<file path="config.mk">
export PLATFORM = sky130hd
export DESIGN_NAME = avm_mem_tester
export DESIGN_NICKNAME = d
export VERILOG_FILES = /design/src/rtl/avm_mem_tester_pkg.sv /design/src/rtl/avm_mem_tester_pattern_gen.sv /design/src/rtl/avm_mem_tester.sv
export SDC_FILE = /design/constraint.sdc
export NUM_CORES = 1
export LEC_CHECK = 0
export ABC_CLOCK_PERIOD_IN_PS = 17100
export CELL_PAD_IN_SITES_DETAIL_PLACEMENT = 0
export CELL_PAD_IN_SITES_GLOBAL_PLACEMENT = 1
export CORE_MARGIN = 2
export CORE_UTILIZATION = 41
export CTS_CLUSTER_SIZE = 25
export DETAILED_ROUTE_END_ITERATION = 10
export GPL_ROUTABILITY_DRIVEN = 1
export PLACE_DENSITY_LB_ADDON = 0.1
export SYNTH_ARGS = -nofsm -noshare
export SYNTH_HDL_FRONTEND = slang
export SYNTH_SLANG_ARGS = --single-unit
</file>
<file path="constraint.sdc">
create_clock -name clk -period 17.1 [get_ports clk]
set_input_delay 3.42 -clock clk [delete_from_list [all_inputs] [get_ports clk]]
set_output_delay 3.42 -clock clk [all_outputs]
set_load 0.02 [all_outputs]
</file>
<file path="src/rtl/avm_mem_tester_pkg.sv">
// Shared types and constants for the Avalon-MM memory tester: FSM states, bus widths, LFSR taps.
package avm_mem_tester_pkg;

  localparam int AVM_AW = 19;
  localparam int AVM_DW = 32;

  // Galois right-shift mask for x^32 + x^22 + x^2 + x + 1
  localparam logic [AVM_DW-1:0] LFSR_TAPS = 32'h8020_0003;

  typedef enum logic [2:0] {
    S_IDLE,
    S_WR,
    S_WGAP,
    S_RD_INIT,
    S_RD,
    S_RWAIT,
    S_CMP,
    S_DONE
  } state_t;

endpackage

</file>
<file path="src/rtl/avm_mem_tester_pattern_gen.sv">
// Test-pattern source: load latches seed/mode, step advances one word (seed+index or Galois LFSR).
// word is registered and valid the cycle after load; no backpressure, step is obeyed every cycle.
module avm_mem_tester_pattern_gen
  import avm_mem_tester_pkg::*;
(
  input  logic              clk,
  input  logic              rst,
  input  logic              load,
  input  logic              step,
  input  logic              mode,
  input  logic [AVM_DW-1:0] seed,
  output logic [AVM_DW-1:0] word
);

  logic [AVM_DW-1:0] val_q, val_d;
  logic [AVM_DW-1:0] lfsr_next;
  logic              mode_q, mode_d;

  always_comb begin
    lfsr_next = {1'b0, val_q[AVM_DW-1:1]} ^ (val_q[0] ? LFSR_TAPS : '0);
    val_d     = val_q;
    mode_d    = mode_q;
    if (load) begin
      mode_d = mode;
      // an all-zero LFSR would lock up, so substitute 1
      val_d  = (mode && seed == '0) ? {{(AVM_DW-1){1'b0}}, 1'b1} : seed;
    end else if (step) begin
      val_d = mode_q ? lfsr_next : val_q + 1'b1;
    end
  end

  always_ff @(posedge clk or posedge rst) begin
    if (rst) begin
      val_q  <= '0;
      mode_q <= 1'b0;
    end else begin
      val_q  <= val_d;
      mode_q <= mode_d;
    end
  end

  assign word = val_q;

endmodule

</file>
<file path="src/rtl/avm_mem_tester.sv">
// Avalon-MM initiator that writes a pattern over a word range, reads it back and reports mismatches.
// Write slot ACCESS_GAP cycles, read slot READ_LATENCY+2 cycles; no waitrequest, fixed-timing slave assumed.
module avm_mem_tester
  import avm_mem_tester_pkg::*;
#(
  parameter int ACCESS_GAP   = 3,
  parameter int READ_LATENCY = 3
) (
  input  logic              clk,
  input  logic              reset,
  input  logic              start,
  input  logic [AVM_AW-1:0] base_addr,
  input  logic [15:0]       word_count,
  input  logic              pattern_sel,
  input  logic [AVM_DW-1:0] seed,
  output logic [AVM_AW-1:0] avm_address,
  output logic [3:0]        avm_byteenable,
  output logic              avm_read,
  output logic              avm_write,
  output logic [AVM_DW-1:0] avm_writedata,
  input  logic [AVM_DW-1:0] avm_readdata,
  output logic              busy,
  output logic              done,
  output logic              pass,
  output logic [15:0]       err_count,
  output logic [AVM_AW-1:0] fail_addr,
  output logic [AVM_DW-1:0] fail_data
);

  localparam int GW = (ACCESS_GAP < 2) ? 1 : $clog2(ACCESS_GAP + 1);
  localparam int LW = $clog2(READ_LATENCY + 1);

  state_t            state_q, state_d;
  logic [AVM_AW-1:0] base_q, base_d, addr_q, addr_d;
  logic [AVM_AW-1:0] fail_addr_q, fail_addr_d;
  logic [AVM_DW-1:0] seed_q, seed_d, rdata_q, rdata_d, fail_data_q, fail_data_d;
  logic [15:0]       wc_q, wc_d, idx_q, idx_d, err_q, err_d;
  logic [GW-1:0]     gap_q, gap_d;
  logic [LW-1:0]     lat_q, lat_d;
  logic              mode_q, mode_d, pass_q, pass_d;

  logic              pg_load, pg_step, pg_mode;
  logic [AVM_DW-1:0] pg_seed, pattern;

  avm_mem_tester_pattern_gen u_pattern_gen (
    .clk  (clk),
    .rst  (reset),
    .load (pg_load),
    .step (pg_step),
    .mode (pg_mode),
    .seed (pg_seed),
    .word (pattern)
  );

  always_comb begin
    state_d     = state_q;
    base_d      = base_q;
    addr_d      = addr_q;
    seed_d      = seed_q;
    mode_d      = mode_q;
    wc_d        = wc_q;
    idx_d       = idx_q;
    err_d       = err_q;
    gap_d       = gap_q;
    lat_d       = lat_q;
    rdata_d     = rdata_q;
    pass_d      = pass_q;
    fail_addr_d = fail_addr_q;
    fail_data_d = fail_data_q;
    pg_load     = 1'b0;
    pg_step     = 1'b0;
    pg_mode     = mode_q;
    pg_seed     = seed_q;

    case (state_q)
      S_IDLE: begin
        if (start) begin
          base_d      = {base_addr[AVM_AW-1:2], 2'b00};
          addr_d      = {base_addr[AVM_AW-1:2], 2'b00};
          seed_d      = seed;
          mode_d      = pattern_sel;
          wc_d        = word_count;
          idx_d       = '0;
          err_d       = '0;
          fail_addr_d = '0;
          fail_data_d = '0;
          pass_d      = (word_count == '0);
          pg_load     = 1'b1;
          pg_mode     = pattern_sel;
          pg_seed     = seed;
          state_d     = (word_count == '0) ? S_DONE : S_WR;
        end
      end
      S_WR: begin
        pg_step = 1'b1;
        addr_d  = addr_q + AVM_AW'(4);
        idx_d   = idx_q + 1'b1;
        gap_d   = GW'(1);
        if (ACCESS_GAP > 1) state_d = S_WGAP;
        else                state_d = (idx_d == wc_q) ? S_RD_INIT : S_WR;
      end
      S_WGAP: begin
        if (gap_q == GW'(ACCESS_GAP - 1)) state_d = (idx_q == wc_q) ? S_RD_INIT : S_WR;
        else                              gap_d   = gap_q + 1'b1;
      end
      S_RD_INIT: begin
        // replay the identical sequence for the read-back phase
        addr_d  = base_q;
        idx_d   = '0;
        pg_load = 1'b1;
        state_d = S_RD;
      end
      S_RD: begin
        lat_d   = LW'(1);
        state_d = S_RWAIT;
      end
      S_RWAIT: begin
        if (lat_q == LW'(READ_LATENCY)) begin
          rdata_d = avm_readdata;
          state_d = S_CMP;
        end else begin
          lat_d = lat_q + 1'b1;
        end
      end
      S_CMP: begin
        if (rdata_q != pattern) begin
          if (err_q != 16'hFFFF) err_d = err_q + 1'b1;
          if (err_q == '0) begin
            fail_addr_d = addr_q;
            fail_data_d = rdata_q;
          end
        end
        pg_step = 1'b1;
        addr_d  = addr_q + AVM_AW'(4);
        idx_d   = idx_q + 1'b1;
        if (idx_d == wc_q) begin
          pass_d  = (err_d == '0);
          state_d = S_DONE;
        end else begin
          state_d = S_RD;
        end
      end
      S_DONE:  state_d = S_IDLE;
      default: state_d = S_IDLE;
    endcase
  end

  always_ff @(posedge clk or posedge reset) begin
    if (reset) begin
      state_q     <= S_IDLE;
      base_q      <= '0;
      addr_q      <= '0;
      seed_q      <= '0;
      mode_q      <= 1'b0;
      wc_q        <= '0;
      idx_q       <= '0;
      err_q       <= '0;
      gap_q       <= '0;
      lat_q       <= '0;
      rdata_q     <= '0;
      pass_q      <= 1'b0;
      fail_addr_q <= '0;
      fail_data_q <= '0;
    end else begin
      state_q     <= state_d;
      base_q      <= base_d;
      addr_q      <= addr_d;
      seed_q      <= seed_d;
      mode_q      <= mode_d;
      wc_q        <= wc_d;
      idx_q       <= idx_d;
      err_q       <= err_d;
      gap_q       <= gap_d;
      lat_q       <= lat_d;
      rdata_q     <= rdata_d;
      pass_q      <= pass_d;
      fail_addr_q <= fail_addr_d;
      fail_data_q <= fail_data_d;
    end
  end

  // Bus outputs decode straight from state so reset clears them without waiting for a clock
  assign avm_write      = (state_q == S_WR);
  assign avm_read       = (state_q == S_RD);
  assign avm_address    = (avm_write || avm_read) ? addr_q : '0;
  assign avm_byteenable = (avm_write || avm_read) ? 4'b1111 : 4'b0000;
  assign avm_writedata  = avm_write ? pattern : '0;
  assign busy           = (state_q != S_IDLE) && (state_q != S_DONE);
  assign done           = (state_q == S_DONE);
  assign pass           = pass_q;
  assign err_count      = err_q;
  assign fail_addr      = fail_addr_q;
  assign fail_data      = fail_data_q;

endmodule

</file>
# Word-level counts from Yosys, hierarchy flattened
# Cells that the tools add are included.
[totals] register_bits=241 input_bits=103
[op_classes] n_addsub=6 n_eq_ne=22 n_mux=45 bitwise_logic=1 reduce_logical=24
[ops] operator="$mux W32" count=11
[ops] operator="$mux W19" count=5
[ops] operator="$mux W16" count=4
[ops] operator="$pmux W32 S2" count=1
[ops] operator="$pmux W19 S3" count=1
[ops] operator="$logic_not A16 Y1" count=3
[ops] operator="$pmux W16 S3" count=1
[ops] operator="$pmux W19 S2" count=1
[ops] operator="$add A16 B1 Y16 const B" count=2
[ops] operator="$add A32 B1 Y32 const B" count=1
[ops] operator="$eq A16 B16 Y1" count=2
[ops] operator="$logic_not A32 Y1" count=1
[ops] operator="$ne A32 B32 Y1" count=1
[ops] operator="$pmux W16 S2" count=1
[ops] operator="$xor A31 B32 Y32" count=1
[ops] operator="$pmux W3 S8" count=1
[ops] operator="$add A19 B3 Y19 const B" count=1
[ops] operator="$ne A16 B16 Y1 const B" count=1
[ops] operator="$ne A2 B2 Y1 const B" count=8
[ops] operator="$eq A3 B3 Y1 const B" count=4
[ops] operator="$mux W3" count=4
[ops] operator="$reduce_and A2 Y1" count=6
[ops] operator="$mux W2" count=4
[ops] operator="$pmux W2 S2" count=2
[ops] operator="other kinds (16)" count=31

# Longest topological paths before layout
[logic_depth] depth_word=7 depth_mapped=11 ltp_nobuf=10

# By module
# A second synthesis with hierarchy kept.
[hier_totals] hier_cells=1554 area_unflattened_um2=13276.5
[modules_own_cells] module="avm_mem_tester" instances=1 cells_per_inst=1205 area_per_inst_um2=10517.6 seq_area_each_um2=5104.9
[modules_own_cells] module="avm_mem_tester_pattern_gen" instances=1 cells_per_inst=349 area_per_inst_um2=2758.9 seq_area_each_um2=825.8

# Least setup slack after synthesis
# OpenSTA, ideal clock, no wires.
[synth_timing] path_type="input to register" start="input port start" end="register u_pattern_gen.val_q[25], in the netlist u_pattern_gen.word[25]" arrival_ns=5.291 required_time_ns=16.969 setup_slack_ns=11.677 cell_stages=9 path_buffers=1 path_cell_list="nor4b_4 > buf_2 > mux2_2 > nor4_1 > and4_1 > nand4_1 > and2_1 > a32oi_1 > o21ai_1"
[synth_via] elab_chain_cells=6 elab_cells_between_ends=11 classes_between="mux (8); reduce/logical (3)"
[synth_lines] element="from (decl)" line="avm_mem_tester.sv:11" text="input logic start,"
[synth_lines] element="$mux W32" line="avm_mem_tester.sv:77" text="if (start) begin"
[synth_lines] element="$mux W32" line="avm_mem_tester.sv:75" text="case (state_q)"
[synth_lines] element="named net pg_seed[23]" line="avm_mem_tester.sv:43" text="logic [AVM_DW-1:0] pg_seed, pattern;"
[synth_lines] element="$logic_not A32 Y1" line="avm_mem_tester_pattern_gen.sv:26" text="val_d = (mode && seed == '0) ? {{(AVM_DW-1){1'b0}}, 1'b1} : seed;"
[synth_lines] element="$logic_and A1 B1 Y1" line="avm_mem_tester_pattern_gen.sv:26"
[synth_lines] element="$mux W32" line="avm_mem_tester_pattern_gen.sv:26"
[synth_lines] element="$mux W32" line="avm_mem_tester_pattern_gen.sv:23" text="if (load) begin"
[synth_lines] element="to (signal assigned)" line="avm_mem_tester_pattern_gen.sv:37" text="val_q <= val_d;"
[synth_lines] element="to (decl)" line="avm_mem_tester_pattern_gen.sv:15" text="logic [AVM_DW-1:0] val_q, val_d;"
# The timed path passes the listed nets, and every way through them passes these cells.
# A chain may end at the register's enable or synchronous reset.

# Worst setup path after layout
[layout_timing] start="register state_q[0]" end="output port avm_address[11]"
[layout_via] elab_chain_cells=3 elab_cells_between_ends=4 classes_between="eq/ne (2); mux (1); reduce/logical (1)"
[layout_lines] element="from (decl)" line="avm_mem_tester.sv:33" text="state_t state_q, state_d;"
[layout_lines] element="from (signal assigned)" line="avm_mem_tester.sv:165" text="state_q <= state_d;"
[layout_lines] element="$eq A3 B1 Y1 / $eq A3 B3 Y1 (equally long branches)" line="avm_mem_tester.sv:183, avm_mem_tester.sv:184"
[layout_lines] element="$logic_or A1 B1 Y1 *" line="avm_mem_tester.sv:185" text="assign avm_address = (avm_write || avm_read) ? addr_q : '0;"
[layout_lines] element="$mux W19 *" line="avm_mem_tester.sv:185"
[layout_lines] element="to (decl)" line="avm_mem_tester.sv:16" text="output logic [AVM_AW-1:0] avm_address,"
# Every way passes the cells marked *; elsewhere a longest branch is shown, timed or not.

==> metrics.md <==
| Metric | Value |
|---|---|
| Run status | `finished, final reports clean` |
| TritonCTS buffer count | `28` |
| Drc violations | `0` |
| Hold Crit Class | `reg2reg` |
| Worst Hold Path EP | `base_q[13]` |
| WHS Path Cells | `2` |
| PD cells | `182 nW/um^2` |
| Layout cell share with drive strength beyond 1 | `8.32%` |
| Worst EP arrival | `3.70 ns` |
| Main synth FF type | `dfrtp_1` |
| Worst VDD drop | `78.6 uV` |
| Max stage delay on crit path | `0.79 ns` |
| Antenna-violating nets left | `0` |
| # placed instances | `2006` |
| Max Slew Vio Count | `0` |
| Clk_skew | `0.0220 ns` |
| Async S/R FF share, synth | `100%` |
| Synthesized netlist cell count | `1474` |
| Worst reg2reg startpoint | `state_q[0]` |
| Worst hold slack | `0.475 ns` |
| Syn Area/Cell | `8.74 um^2` |
| Clock buffer depth | `3` |
| Total congestion overflow | `0` |
| Final setup vio count | `0` |
| Ys Warns | `0` |
| Part of the cycle the worst path needs | `41.7%` |
| Worst Tran Pin Value | `1.00 ns` |
| H-Tree Depth | `1` |
| Vias per Instance | `5.40` |
| Count of final hold-check violations | `0` |
| Largest delay share family, worst path | `simple AND/OR/NAND/NOR gates` |
| PnR worst setup slack | `9.98 ns` |
| GP Congestion | `0.841` |
| First-pass GRT wire length | `61600 um` |
| Min-delay src | `base_q[13]` |
| Clock insertion delay at the later pin of the skew report | `0.56 ns` |
| Startpoint Class | `flip-flop` |
| CP endpoint kind | `output pin` |
| Worst path cell trace | `nand2_1 > nor2_1 > buf_4 > nor2_1 > buf_4 > nor2b_1 > clkdlybuf4s50_1` |
| WL/cell | `18.9 um` |
| Post-synthesis sequential area ratio | `46.0%` |
| Die footprint | `32900 um^2` |
| CP Class | `reg2out` |
| Fill cell count | `2940` |
| Post-route cell area | `16300 um^2` |
| Pre-antenna DRT Iters | `5` |
| Number of global-route vias before repair | `10600` |
| Static Leak | `6.80 nW` |
| Cell Rows | `64` |
| Wirelength, routed | `38900 um` |
| Overall Global Routing Usage | `23.7%` |
| #FFs+latches synth | `237` |
| CTS resizes | `0` |
| Bufs and invs on worst path | `3` |
| Post-CTS Setup Inserts | `0` |
| Netlist cell types | `72` |
| Antenna violations before repair | `3` |
| Setup_tns | `0 ns` |
| Final HPWL DP | `27300 um` |
| CTS Sinks | `237` |
| Relative slew slack | `33.1%` |
| RSZ-0062 raised after global routing | `no` |
| TritonCTS clock tree | `done` |
| Highest fanout seen on the critical path | `26` |
| Pin count of the biggest net entering global routing | `140` |
| Core area | `30700 um^2` |
| Die X-Extent | `181 um` |
| Core Util, Final | `52.9%` |
| Area delta synth->final | `26.2%` |
| Layout Cells excl Fill | `2056` |
| DRT iter0 DRCs | `973` |
| Nets@finish | `1750` |
| Mapped cell area | `12900 um^2` |
| R2r setup slk | `12.90 ns` |
| Crit path required time | `13.68 ns` |
| Place WS | `9.74 ns` |
| Pwr Total | `2.96 mW` |
| Maxcap violations | `0` |
| Worst reg2reg path depth | `10` |
| Starting Density | `41.9%` |
| Crit path time final | `7.12 ns` |
| Clock slew at reported path FFs | `0.06 ns` |
| CTS hold repair buffers | `0` |
| Placed instance area | `15300 um^2` |
| Root buffer cell | `clkbuf_16` |
| Top-Level Pins | `230` |
| Fmax | `140 MHz` |
| Port-buffer cells | `223` |
| Vias after detailed routing | `11100` |
| EDFF count, synth | `0` |
| R2R Path End | `u_pattern_gen.word[31]` |
| Slowest cell on the critical path | `dfrtp_1` |
| Die Y | `181 um` |
cells by family (layout without fill, tap and decap cells):
family	Yosys count	in the layout	synth area share, %
adder cells (fa/ha/maj)	7	7	0.680
buffers and inverters	143	324	4.90
other	1	6	0.0291
AO/OA/AOI/OAI	312	312	14.2
XOR/XNOR	77	77	5.23
AND/OR/NAND/NOR	626	626	22.9
flip-flops	237	237	46.0
multiplexers	71	71	6.04
cells in the final DEF, fill, tap and decap left out, types with 4 or more instances in the layout:
cell type / Yosys / final
xor2_1: 24 / 24
and2_1: 30 / 30
ha_1: 7 / 7
mux2i_1: 17 / 17
clkbuf_8: 0 / 5
a22oi_1: 8 / 8
clkdlybuf4s50_1: 0 / 223
conb_1: 1 / 4
a22o_1: 4 / 4
nor2_1: 109 / 106
or3_1: 9 / 9
mux2_2: 54 / 54
and4_1: 10 / 10
o21ai_1: 7 / 7
o21ai_0: 123 / 122
nand3_1: 47 / 47
a31oi_1: 13 / 13
nor3_1: 25 / 25
o211ai_1: 5 / 5
a211oi_1: 6 / 6
dfrtp_1: 237 / 237
o22ai_1: 11 / 11
xnor2_1: 53 / 53
and3_1: 16 / 16
nand2b_1: 7 / 7
a32oi_1: 9 / 9
clkbuf_16: 0 / 28
nor2b_1: 22 / 22
o31ai_1: 8 / 8
nand4_1: 26 / 26
bufinv_16: 0 / 4
nor4_1: 16 / 16
a21oi_1: 86 / 86
buf_4: 11 / 16
clkbuf_1: 61 / 5
o21a_1: 4 / 4
nand2_1: 287 / 286
inv_1: 36 / 35
state kept, by name (all words and copies together) (netlist names), 2 cells and up:
register,cells
addr_q,17
base_q,17
err_count,16
fail_addr,17
fail_data,32
gap_q,2
idx_q,16
lat_q,2
rdata_q,32
seed_q,32
state_q,3
u_pattern_gen.word,32
wc_q,16
synthesized netlist by cell type, drive strengths merged (8+ instances only):
cell	n	area, um^2
nand2	289	1090
nor3	26	135
or3	9	56.3
and3	17	108
mux2	54	608
nor2b	22	138
nor4	18	125
inv	37	139
a22oi	8	60.1
xor2	24	210
and4	10	87.6
nand4	26	163
and2	30	188
o31ai	8	60.1
dfrtp	237	5930
a21oi	86	430
a31oi	13	81.3
clkbuf	62	234
a32oi	9	78.8
o21ai	130	651
buf	44	259
o22ai	11	68.8
nand3	50	273
nor2	111	435
mux2i	17	170
xnor2	53	464
worst max path at each step:
stage / start / slack (ns) / endpoint / cells past startpoint
5_1_grt: state_q[0] / 9.76 / avm_address[11] / 7
3_5_place_dp: start / 9.74 / u_pattern_gen.word[31] / 11
2_1_floorplan: reset / 7.18 / addr_q[10] / 1
4_1_cts: state_q[0] / 9.98 / avm_address[11] / 7
3_3_place_gp: start / 9.76 / u_pattern_gen.word[31] / 10
6_report: state_q[0] / 9.98 / avm_address[11] / 7
tightest hold or removal path: cells and delay by family, from the launching register on:
kind             cells  cell delay, ns
flip-flops           1            0.34
AND/OR/NAND/NOR      2            0.10
layout make-up:
class	count	area [um^2]	area share, %
Antenna cell	2	5.00	0.0308
Sequential cell	237	5930	36.5
Clock buffer	38	788	4.85
Tap cell	396	495	3.05
Clock inverter	10	169	1.04
Timing Repair Buffer	239	2350	14.5
Inverter	37	146	0.901
Multi-Input combinational cell	1097	6370	39.2
power breakdown:
part / leakage (nW) / switching [mW] / total [mW] / internal (mW)
clock: 0.470 / 0.243 / 0.624 / 0.381
sequential: 2.96 / 0.282 / 1.08 / 0.799
combinational: 3.37 / 0.701 / 1.26 / 0.557
total: 6.80 / 1.23 / 2.96 / 1.74
per-layer routing:
metal	vias up	GRT usage, %	share of wire [%]
met5	-	0	0.041
met4	2	5.04	1.8
met3	37	3.67	5.4
met2	288	35.8	44
met1	5345	35.7	49
li1	5425	-	-
Power figures use the tool's default switching activity.
